`config.mk`:
```
export PLATFORM = sky130hd
export DESIGN_NAME = pe_acc_seq_flat
export DESIGN_NICKNAME = d
export VERILOG_FILES = /design/src/rtl/pe_pkg.sv /design/src/rtl/pe_acc_seq_if.sv /design/src/rtl/pe_relu.sv /design/src/rtl/pe_acc_seq.sv /design/src/flat_wrapper.sv
export SDC_FILE = /design/constraint.sdc
export NUM_CORES = 1
export LEC_CHECK = 0
export CORE_MARGIN = 8
export CORE_UTILIZATION = 55
export CTS_BUF_LIST = sky130_fd_sc_hd__clkbuf_2
export CTS_CLUSTER_SIZE = 16
export DETAILED_ROUTE_END_ITERATION = 6
export GPL_ROUTABILITY_DRIVEN = 0
export PLACE_DENSITY = 0.81
export SLEW_MARGIN = 20
export SYNTH_ARGS = -nofsm -noshare
export SYNTH_HDL_FRONTEND = slang
export SYNTH_SLANG_ARGS = --single-unit
```
`constraint.sdc`:
```
create_clock -name clk -period 15.2 [get_ports clk]
set_input_delay 3.04 -clock clk [delete_from_list [all_inputs] [get_ports clk]]
set_output_delay 3.04 -clock clk [all_outputs]
set_load 0.02 [all_outputs]
```
`src/rtl/pe_pkg.sv`:
```
// Shared types and arithmetic helpers for the processing-element sequencer.
// The helpers work on a 64-bit signed carrier; callers size the result back down.
package pe_pkg;

    typedef enum logic [1:0] {
        IDLE = 2'd0,
        ACC  = 2'd1,
        OUT  = 2'd2
    } pe_seq_state_t;

    // Clamp x into the signed range of a 'bits'-wide value.
    function automatic logic signed [63:0] sat_signed(
        input logic signed [63:0] x,
        input int                 bits
    );
        logic signed [63:0] hi;
        logic signed [63:0] lo;
        hi = (64'sd1 <<< (bits - 1)) - 64'sd1;
        lo = -(64'sd1 <<< (bits - 1));
        if (x > hi) begin
            return hi;
        end else if (x < lo) begin
            return lo;
        end
        return x;
    endfunction

    // Arithmetic right shift with round-half-up; a zero shift passes through.
    function automatic logic signed [63:0] round_shift(
        input logic signed [63:0] r,
        input logic        [4:0]  sh
    );
        if (sh == 5'd0) begin
            return r;
        end
        return (r + (64'sd1 <<< (sh - 5'd1))) >>> sh;
    endfunction

endpackage

```
`src/rtl/pe_acc_seq_if.sv`:
```
// Job, operand-stream and result-stream signals of the accumulate sequencer.
// The feeder/consumer side uses master; the sequencer uses slave.
interface pe_acc_seq_if #(
    parameter int DW = 8,
    parameter int KW = 10
);
    logic                 start;
    logic [KW-1:0]        cfg_k;
    logic [4:0]           cfg_shift;
    logic                 cfg_relu_en;
    logic                 in_valid;
    logic                 in_ready;
    logic signed [DW-1:0] a_in;
    logic signed [DW-1:0] b_in;
    logic                 out_valid;
    logic                 out_ready;
    logic signed [DW-1:0] out_data;
    logic                 busy;
    logic                 done;

    modport master (
        output start, cfg_k, cfg_shift, cfg_relu_en,
        output in_valid, a_in, b_in, out_ready,
        input  in_ready, out_valid, out_data, busy, done
    );

    modport slave (
        input  start, cfg_k, cfg_shift, cfg_relu_en,
        input  in_valid, a_in, b_in, out_ready,
        output in_ready, out_valid, out_data, busy, done
    );
endinterface

```
`src/rtl/pe_relu.sv`:
```
// Bitwise ReLU: every bit is masked off when the sign bit is set, so negatives become 0.
module pe_relu #(
    parameter int W = 24
) (
    input  logic signed [W-1:0] x,
    output logic signed [W-1:0] y
);
    genvar gi;
    generate
        for (gi = 0; gi < W; gi++) begin : g_bit
            assign y[gi] = x[gi] & ~x[W-1];
        end
    endgenerate
endmodule

```
`src/rtl/pe_acc_seq.sv`:
```
// Accumulate-and-activate sequencer: latches a job, MACs cfg_k operand pairs into a
// saturating accumulator, then presents relu/round/clamp of the result until accepted.
module pe_acc_seq
    import pe_pkg::*;
#(
    parameter int W  = 24,
    parameter int DW = 8,
    parameter int KW = 10
) (
    input  logic         clk,
    input  logic         rst,
    pe_acc_seq_if.slave  bus
);

    pe_seq_state_t        state_reg, state_next;
    logic signed [W-1:0]  acc_reg, acc_next;
    logic [KW-1:0]        cnt_reg, cnt_next;
    logic [KW-1:0]        k_reg, k_next;
    logic [4:0]           shift_reg, shift_next;
    logic                 relu_reg, relu_next;

    logic signed [2*DW-1:0] prod;
    logic signed [W:0]      acc_sum;
    logic signed [W-1:0]    acc_sat;
    logic signed [W-1:0]    relu_out;
    logic signed [W-1:0]    r_val;

    // Full-precision product and one guard bit on the sum so the clamp sees true overflow.
    assign prod    = (2*DW)'(bus.a_in) * (2*DW)'(bus.b_in);
    assign acc_sum = (W+1)'(acc_reg) + (W+1)'(prod);
    assign acc_sat = W'(sat_signed(64'(acc_sum), W));

    pe_relu #(.W(W)) u_relu (
        .x (acc_reg),
        .y (relu_out)
    );

    assign r_val        = relu_reg ? relu_out : acc_reg;
    assign bus.out_data = DW'(sat_signed(round_shift(64'(r_val), shift_reg), DW));

    always_ff @(posedge clk or posedge rst) begin
        if (rst) begin
            state_reg <= IDLE;
            acc_reg   <= '0;
            cnt_reg   <= '0;
            k_reg     <= '0;
            shift_reg <= '0;
            relu_reg  <= 1'b0;
        end else begin
            state_reg <= state_next;
            acc_reg   <= acc_next;
            cnt_reg   <= cnt_next;
            k_reg     <= k_next;
            shift_reg <= shift_next;
            relu_reg  <= relu_next;
        end
    end

    always_comb begin
        state_next    = state_reg;
        acc_next      = acc_reg;
        cnt_next      = cnt_reg;
        k_next        = k_reg;
        shift_next    = shift_reg;
        relu_next     = relu_reg;
        bus.in_ready  = 1'b0;
        bus.out_valid = 1'b0;
        bus.busy      = 1'b0;
        bus.done      = 1'b0;

        unique case (state_reg)
            IDLE: begin
                if (bus.start) begin
                    acc_next   = '0;
                    cnt_next   = '0;
                    k_next     = bus.cfg_k;
                    shift_next = bus.cfg_shift;
                    relu_next  = bus.cfg_relu_en;
                    // A zero-length job goes straight to presenting a zero result.
                    state_next = (bus.cfg_k != '0) ? ACC : OUT;
                end
            end
            ACC: begin
                bus.in_ready = 1'b1;
                bus.busy     = 1'b1;
                if (bus.in_valid) begin
                    acc_next = acc_sat;
                    cnt_next = cnt_reg + KW'(1);
                    if (cnt_next == k_reg) begin
                        state_next = OUT;
                    end
                end
            end
            OUT: begin
                bus.out_valid = 1'b1;
                bus.busy      = 1'b1;
                bus.done      = bus.out_ready;
                if (bus.out_ready) begin
                    state_next = IDLE;
                end
            end
            default: begin
                state_next = IDLE;
            end
        endcase
    end

endmodule

```
`src/flat_wrapper.sv`:
```
// flat-port wrapper written by rule: the top's interface ports become plain ports
module pe_acc_seq_flat import pe_pkg::*;
#(
    parameter int W  = 24,
    parameter int DW = 8,
    parameter int KW = 10
)
  (clk, rst, bus_start, bus_cfg_k, bus_cfg_shift, bus_cfg_relu_en, bus_in_valid, bus_a_in, bus_b_in, bus_out_ready, bus_in_ready, bus_out_valid, bus_out_data, bus_busy, bus_done);
  pe_acc_seq_if #(.DW(DW), .KW(KW)) bus_i ();
  input  logic clk;
  input  logic rst;
  input wire logic [$bits(bus_i.start)-1:0] bus_start;
  input wire logic [$bits(bus_i.cfg_k)-1:0] bus_cfg_k;
  input wire logic [$bits(bus_i.cfg_shift)-1:0] bus_cfg_shift;
  input wire logic [$bits(bus_i.cfg_relu_en)-1:0] bus_cfg_relu_en;
  input wire logic [$bits(bus_i.in_valid)-1:0] bus_in_valid;
  input wire logic [$bits(bus_i.a_in)-1:0] bus_a_in;
  input wire logic [$bits(bus_i.b_in)-1:0] bus_b_in;
  input wire logic [$bits(bus_i.out_ready)-1:0] bus_out_ready;
  output wire logic [$bits(bus_i.in_ready)-1:0] bus_in_ready;
  output wire logic [$bits(bus_i.out_valid)-1:0] bus_out_valid;
  output wire logic [$bits(bus_i.out_data)-1:0] bus_out_data;
  output wire logic [$bits(bus_i.busy)-1:0] bus_busy;
  output wire logic [$bits(bus_i.done)-1:0] bus_done;
  assign bus_i.start = bus_start;
  assign bus_i.cfg_k = bus_cfg_k;
  assign bus_i.cfg_shift = bus_cfg_shift;
  assign bus_i.cfg_relu_en = bus_cfg_relu_en;
  assign bus_i.in_valid = bus_in_valid;
  assign bus_i.a_in = bus_a_in;
  assign bus_i.b_in = bus_b_in;
  assign bus_i.out_ready = bus_out_ready;
  assign bus_in_ready = bus_i.in_ready;
  assign bus_out_valid = bus_i.out_valid;
  assign bus_out_data = bus_i.out_data;
  assign bus_busy = bus_i.busy;
  assign bus_done = bus_i.done;
  pe_acc_seq #(.W(W), .DW(DW), .KW(KW)) u_core (.clk(clk), .rst(rst), .bus(bus_i));
endmodule
```
==> metrics.cfg, run 1 <==
[worst_setup_path]
path_delay_family=compound AO/OA/AOI/OAI gates
end_kind=output port
start_kind=flip-flop
critPathArrivalTime_ns=8.47
path_max_fanout=53
crit_buf_inv=5
crit_type=flip-flop to output port
crit_slowest_cell=o21ai_1
slowest_delay_ns=0.75
r2r_slack_ns=8.30
cp_data_required_time_ns=12.16

[clocking]
cts_tree=built
cts_buffers=5
cts_buffer_depth=2
cts_resized=0
cts_root_buffer=clkbuf_2
postCtsSetupBuffers=0
clk_latency_ns=0.45
cts-hold-fix-buffers=0
htreeDepth=2
clk_pin_slew_worst_paths_ns=0.26
cts_num_sinks=52

[flow_run]
drv_cap=0

[drt]
viasPerCell=6.863
wire_per_inst_um=21.24
postRouteAntennaNets=0
drcViolationCount=3
vias=13680
drt_iter0_drc=1958
finalWirelength_um=42330
dr.pass1.iters=7

[sta]
relSlewSlack_pct=37.40
max_freq_ghz=0.08687
fin_crit_ns=11.51
maxSlewViolCount=0
rsz0062_at_grt=no
setup_viol_count_final=0
tns_ns=0
worstMarginPinSlew_ns=0.9390
finalCritPeriodShare_pct=75.73
skew_ns=0.01693
hold_viol_final=0

[run_status]
status=finished with violations
violations=DRC

[floorplanning]
ios=49
die_y_um=171.0
core_area_mm2=0.02354
fp.dieW_um=171.0
die_area_mm2=0.02925
start_util_pct=56.14
rows=56

[hold_path]
hold_path.class=flip-flop to flip-flop

[finish]
antenna_cells=0
largest_reg_flops=24
nets=1912
drive_gt1_share_pct=6.272
fill_cells=2147
area_delta_synth_final_pct=4.828

[synth]
syn_area_mm2=0.01322
ys_async_sr_fraction_pct=100.0
ys_seq_elements=52
synth_edf_count=0
yosys_warnings=0
avgSynthCellArea_um2=7.775
syn_nets=1939
ys_seq_area_share_pct=9.845
synth_cell_types=104
synth_cells=1700
synth_flop_cell=dfrtp_1

[global_routing]
grt_first_pass_wirelength_um=68430
grt.total_usage_pct=28.72
grt_pass1_vias=13190
overflow=0
grt_max_degree=73
antenna_found_initial=0

[placement]
hpwl_um=33040
port_buffers=48

==> Yosys cell counts, types with 10 or more instances <==
library cell,number,area [um^2]
a211oi_1,35,262.8
a21o_1,25,187.7
a21oi_1,96,480.5
a221oi_1,11,96.34
a22oi_1,10,75.07
a31oi_1,17,106.4
and2_1,71,444.2
and3_1,20,125.1
buf_1,11,41.29
buf_2,24,120.1
clkbuf_1,59,221.5
dfrtp_1,52,1301
fa_1,109,2182
ha_1,93,1164
inv_1,115,431.7
mux2_2,29,326.6
mux2i_1,37,370.4
nand2_1,187,701.9
nand3_1,53,265.3
nand4_1,16,100.1
nor2_1,160,600.6
nor2b_1,12,75.07
nor3_1,42,210.2
o2111ai_1,10,87.58
o211ai_1,23,172.7
o21ai_0,103,515.5
o21ai_1,14,70.07
xnor2_1,42,367.9
xor2_1,20,175.2
==> routing by layer <==
layer / up-vias / GRT usage (%) / part of all wire [%] / wire length, um
met2: 942 / 44.85 / 44 / 18440
met4: 0 / 12.06 / 5.2 / 2189
met5: - / 0 / 0 / 0
met3: 235 / 6.361 / 12 / 5132
li1: 6077 / - / - / -
met1: 6424 / 37.90 / 39 / 16570
==> path summary, 6_finish.rpt <==
kind / start / end / depth (start not counted)
min reg2reg: u_core.acc_reg[5] / u_core.acc_reg[5] / 2
max: u_core.shift_reg[1] / bus_out_data[3] / 25
min: u_core.acc_reg[5] / u_core.acc_reg[5] / 2
max reg2reg: u_core.acc_reg[6] / u_core.acc_reg[22] / 23
min in group asynchronous: rst / u_core.k_reg[1] / 3
max in group asynchronous: rst / u_core.shift_reg[2] / 3
==> cells by family after synthesis <==
family / Yosys count / share of synthesized area, %
simple gates: 619 / 22.61
mux: 74 / 6.636
compound gates: 476 / 25.07
xor+xnor: 62 / 4.108
fa+ha+maj: 202 / 25.31
buf+inv: 215 / 6.418
flops: 52 / 9.845
==> worst register-to-register path, cell delays in order (launching register included) <==
cell      delay [ns]
dfrtp_1         0.43
inv_1           0.10
fa_1            0.54
inv_1           0.05
fa_1            0.49
inv_1           0.05
fa_1            0.46
fa_1            0.54
inv_1           0.04
ha_1            0.28
ha_1            0.34
a21oi_1         0.24
o21ai_0         0.12
a21oi_1         0.25
o21ai_0         0.29
a211oi_1        0.38
o31ai_1         0.16
o41ai_1         0.46
o21bai_1        0.11
a21oi_1         0.22
xor2_1          0.28
inv_1           0.09
o21ai_2         0.60
o21ai_0         0.24
==> layout make-up <==
type | count | area, um^2 | area share [%]
clock buffers | 6 | 30.03 | 0.2167
clock inverters | 2 | 11.26 | 0.08127
inverters | 119 | 446.7 | 3.224
multi-input cells | 1433 | 11080 | 79.95
flip-flops and latches | 52 | 1305 | 9.418
well taps | 319 | 399.1 | 2.881
repair buffers | 62 | 585.6 | 4.226
==> cell usage in the layout (no fill, tap or decap), types with 35 or more instances in the layout <==
| master | synthesis | final |
|---|---|---|
| and2_1 | 71 | 70 |
| xnor2_1 | 42 | 42 |
| a211oi_1 | 35 | 35 |
| dfrtp_1 | 52 | 49 |
| nand2_1 | 187 | 187 |
| fa_1 | 109 | 109 |
| a21oi_1 | 96 | 96 |
| nor3_1 | 42 | 41 |
| mux2i_1 | 37 | 37 |
| inv_1 | 115 | 114 |
| nor2_1 | 160 | 160 |
| ha_1 | 93 | 93 |
| nand3_1 | 53 | 53 |
| o21ai_0 | 103 | 102 |
| clkdlybuf4s50_1 | 0 | 48 |
==> stage by stage <==
step | instance area, um^2 | utilization [%] | hold WS [ns] | setup slack [ns] | std cells
floorplan | 13220 | - | 0.4498 | 5.861 | 1700
global placement | 13810 | 58.66 | 0.4605 | 4.277 | 1985
finish | 13860 | 58.85 | 0.5169 | 3.688 | 1993
detailed placement | 13810 | 58.67 | 0.4707 | 4.280 | 1985
CTS | 13850 | 58.85 | 0.5225 | 3.996 | 1993
global route | 13860 | 58.85 | 0.5438 | 3.295 | 1993
Power of run 1 is not shown: default switching activity piles up to over one toggle a cycle in this logic, so the estimate is an artifact.
==> run 2: changes to the inputs <==
--- a/config.mk
+++ b/config.mk
@@ -11,7 +11,7 @@
 export CTS_CLUSTER_SIZE = 16
 export DETAILED_ROUTE_END_ITERATION = 6
 export GPL_ROUTABILITY_DRIVEN = 0
-export PLACE_DENSITY = 0.81
+export PLACE_DENSITY = 0.84
 export SLEW_MARGIN = 20
 export SYNTH_ARGS = -nofsm -noshare
 export SYNTH_HDL_FRONTEND = slang
==> constraint.sdc (replaced) <==
create_clock -name clk -period 10.1 [get_ports clk]
set_input_delay 2.02 -clock clk [delete_from_list [all_inputs] [get_ports clk]]
set_output_delay 2.02 -clock clk [all_outputs]
set_load 0.02 [all_outputs]
==> run 2 against run 1 <==
- the run still ends with DRC left
- core utilization up 0.26 points
- routed wire length down 1.2%
- sequential share of layout area about the same
- global-route usage about the same
- die area unchanged
- clock skew up 0.020 ns
- critical path depth down 2
- register-to-register slack worse by 4.7 ns
- critical path type unchanged
==> metrics.cfg, run 2 (same netlist as run 1, synthesis figures left out) <==
[drt]
met3_length_um=5265
finalWirelength_um=41840
dr.pass1.iters=7
vias=13660
viasPerCell=6.826
met1_length_um=15810
wire_per_inst_um=20.91
drt_iter0_drc=2334
drcViolationCount=46
postRouteAntennaNets=0
routed-wl-met2_um=18610
top_layer=met4

[finish]
fill_cells=2116
nets=1920
area_delta_synth_final_pct=5.292
antenna_cells=0
multi_input_area_mm2=0.01107
mostFrequentLayoutCell=nand2_1
ff_latch_area_mm2=0.001305
largest_reg_flops=24
drive_gt1_share_pct=6.599
layout_common_cells=nand2_1 (187), nor2_1 (160), inv_1 (114), fa_1 (109), o21ai_0 (102)

[floorplanning]
rows=56
core_area_mm2=0.02354
start_util_pct=56.14
die_y_um=171.0
ios=49
fp.dieW_um=171.0
die_area_mm2=0.02925

[worst_setup_path]
start_kind=flip-flop
crit_type=flip-flop to output port
end_kind=output port
path_max_fanout=14
critPathArrivalTime_ns=7.71
cp_data_required_time_ns=8.08

[sta]
hold_viol_final=0
skew_ns=0.03682
relSlewSlack_pct=40.30
tns_ns=0
finalCritPeriodShare_pct=96.37
worstMarginPinSlew_ns=0.8955
rsz0062_at_grt=no
max_freq_ghz=0.1027
maxSlewViolCount=0
setup_viol_count_final=0
fin_crit_ns=9.734

[global_routing]
grt_pass1_vias=13360
grt_first_pass_wirelength_um=68240
overflow=0
grt.total_usage_pct=28.76
grt_max_degree=73
antenna_found_initial=0

[run_status]
violations=DRC
status=finished with violations

[clocking]
postCtsSetupBuffers=0
cts_resized=0
cts_num_sinks=52
cts-hold-fix-buffers=0
htreeDepth=2
clk_pin_slew_worst_paths_ns=0.29
cts_buffer_depth=2
cts_buffers=5
cts_root_buffer=clkbuf_2
cts_tree=built
clk_latency_ns=0.49

[placement]
hpwl_um=32990
port_buffers=48

[flow_run]
drv_cap=0

[hold_path]
hold_path.class=flip-flop to flip-flop

==> run 2: layout make-up <==
class	instances	share of cell area (%)
clock buffer	5	0.1798
clock inverter	3	0.1528
inverter	119	3.219
multi-input combinational	1433	79.56
sequential	52	9.377
tap	319	2.868
timing repair buffer	70	4.639
==> run 2: per-layer routing <==
metal  vias up  global-route usage, %
met5         -                      0
met4         0                  11.83
met3       236                  6.937
met2       996                  44.90
met1      6336                  37.68
li1       6091                      -
==> run 2: critical path, cell delays in order, from the launching register on <==
cell,delay (ns)
dfrtp_2,0.50
inv_2,0.23
nand2_1,0.18
nor3_2,0.35
nor2_1,0.15
nand2_1,0.37
nor2_1,0.18
fa_1,0.48
a211oi_1,0.38
o21ai_1,0.23
a211oi_1,0.50
nor3_2,0.13
nor2_1,0.19
o21bai_1,0.17
xor2_1,0.17
buf_4,0.19
a221oi_1,0.55
nor2_1,0.08
nor4_1,0.59
o2111ai_1,0.23
nor4_2,0.29
a31oi_2,0.24
a31o_1,0.28
clkdlybuf4s50_1,0.55
==> run 2: metrics by stage <==
stage	cell area (um^2)	instances	setup WS, ns	hold slack [ns]	utilization [%]
after floorplan	13220	1700	1.781	0.4498	-
after global placement	13870	1993	1.263	0.4612	58.91
after detailed placement	13870	1993	0.9689	0.4716	58.91
after CTS	13920	2001	0.7954	0.5232	59.11
after global routing	13920	2001	0.03166	0.5644	59.11
final	13920	2001	0.3665	0.5230	59.11
==> run 2: final timing paths <==
| kind | from | to | slack [ns] | depth (start not counted) |
|---|---|---|---|---|
| max | u_core.shift_reg[1] | bus_out_data[3] | 0.37 | 23 |
| min | u_core.acc_reg[6] | u_core.acc_reg[6] | 0.52 | 2 |
| max reg2reg | u_core.acc_reg[4] | u_core.acc_reg[10] | 3.60 | 27 |
| min reg2reg | u_core.acc_reg[6] | u_core.acc_reg[6] | 0.52 | 2 |
| max in group asynchronous | rst | u_core.shift_reg[0] | 7.52 | 2 |
| min in group asynchronous | rst | u_core.relu_reg | 1.95 | 2 |
Power of run 2 is left out for the same reason.
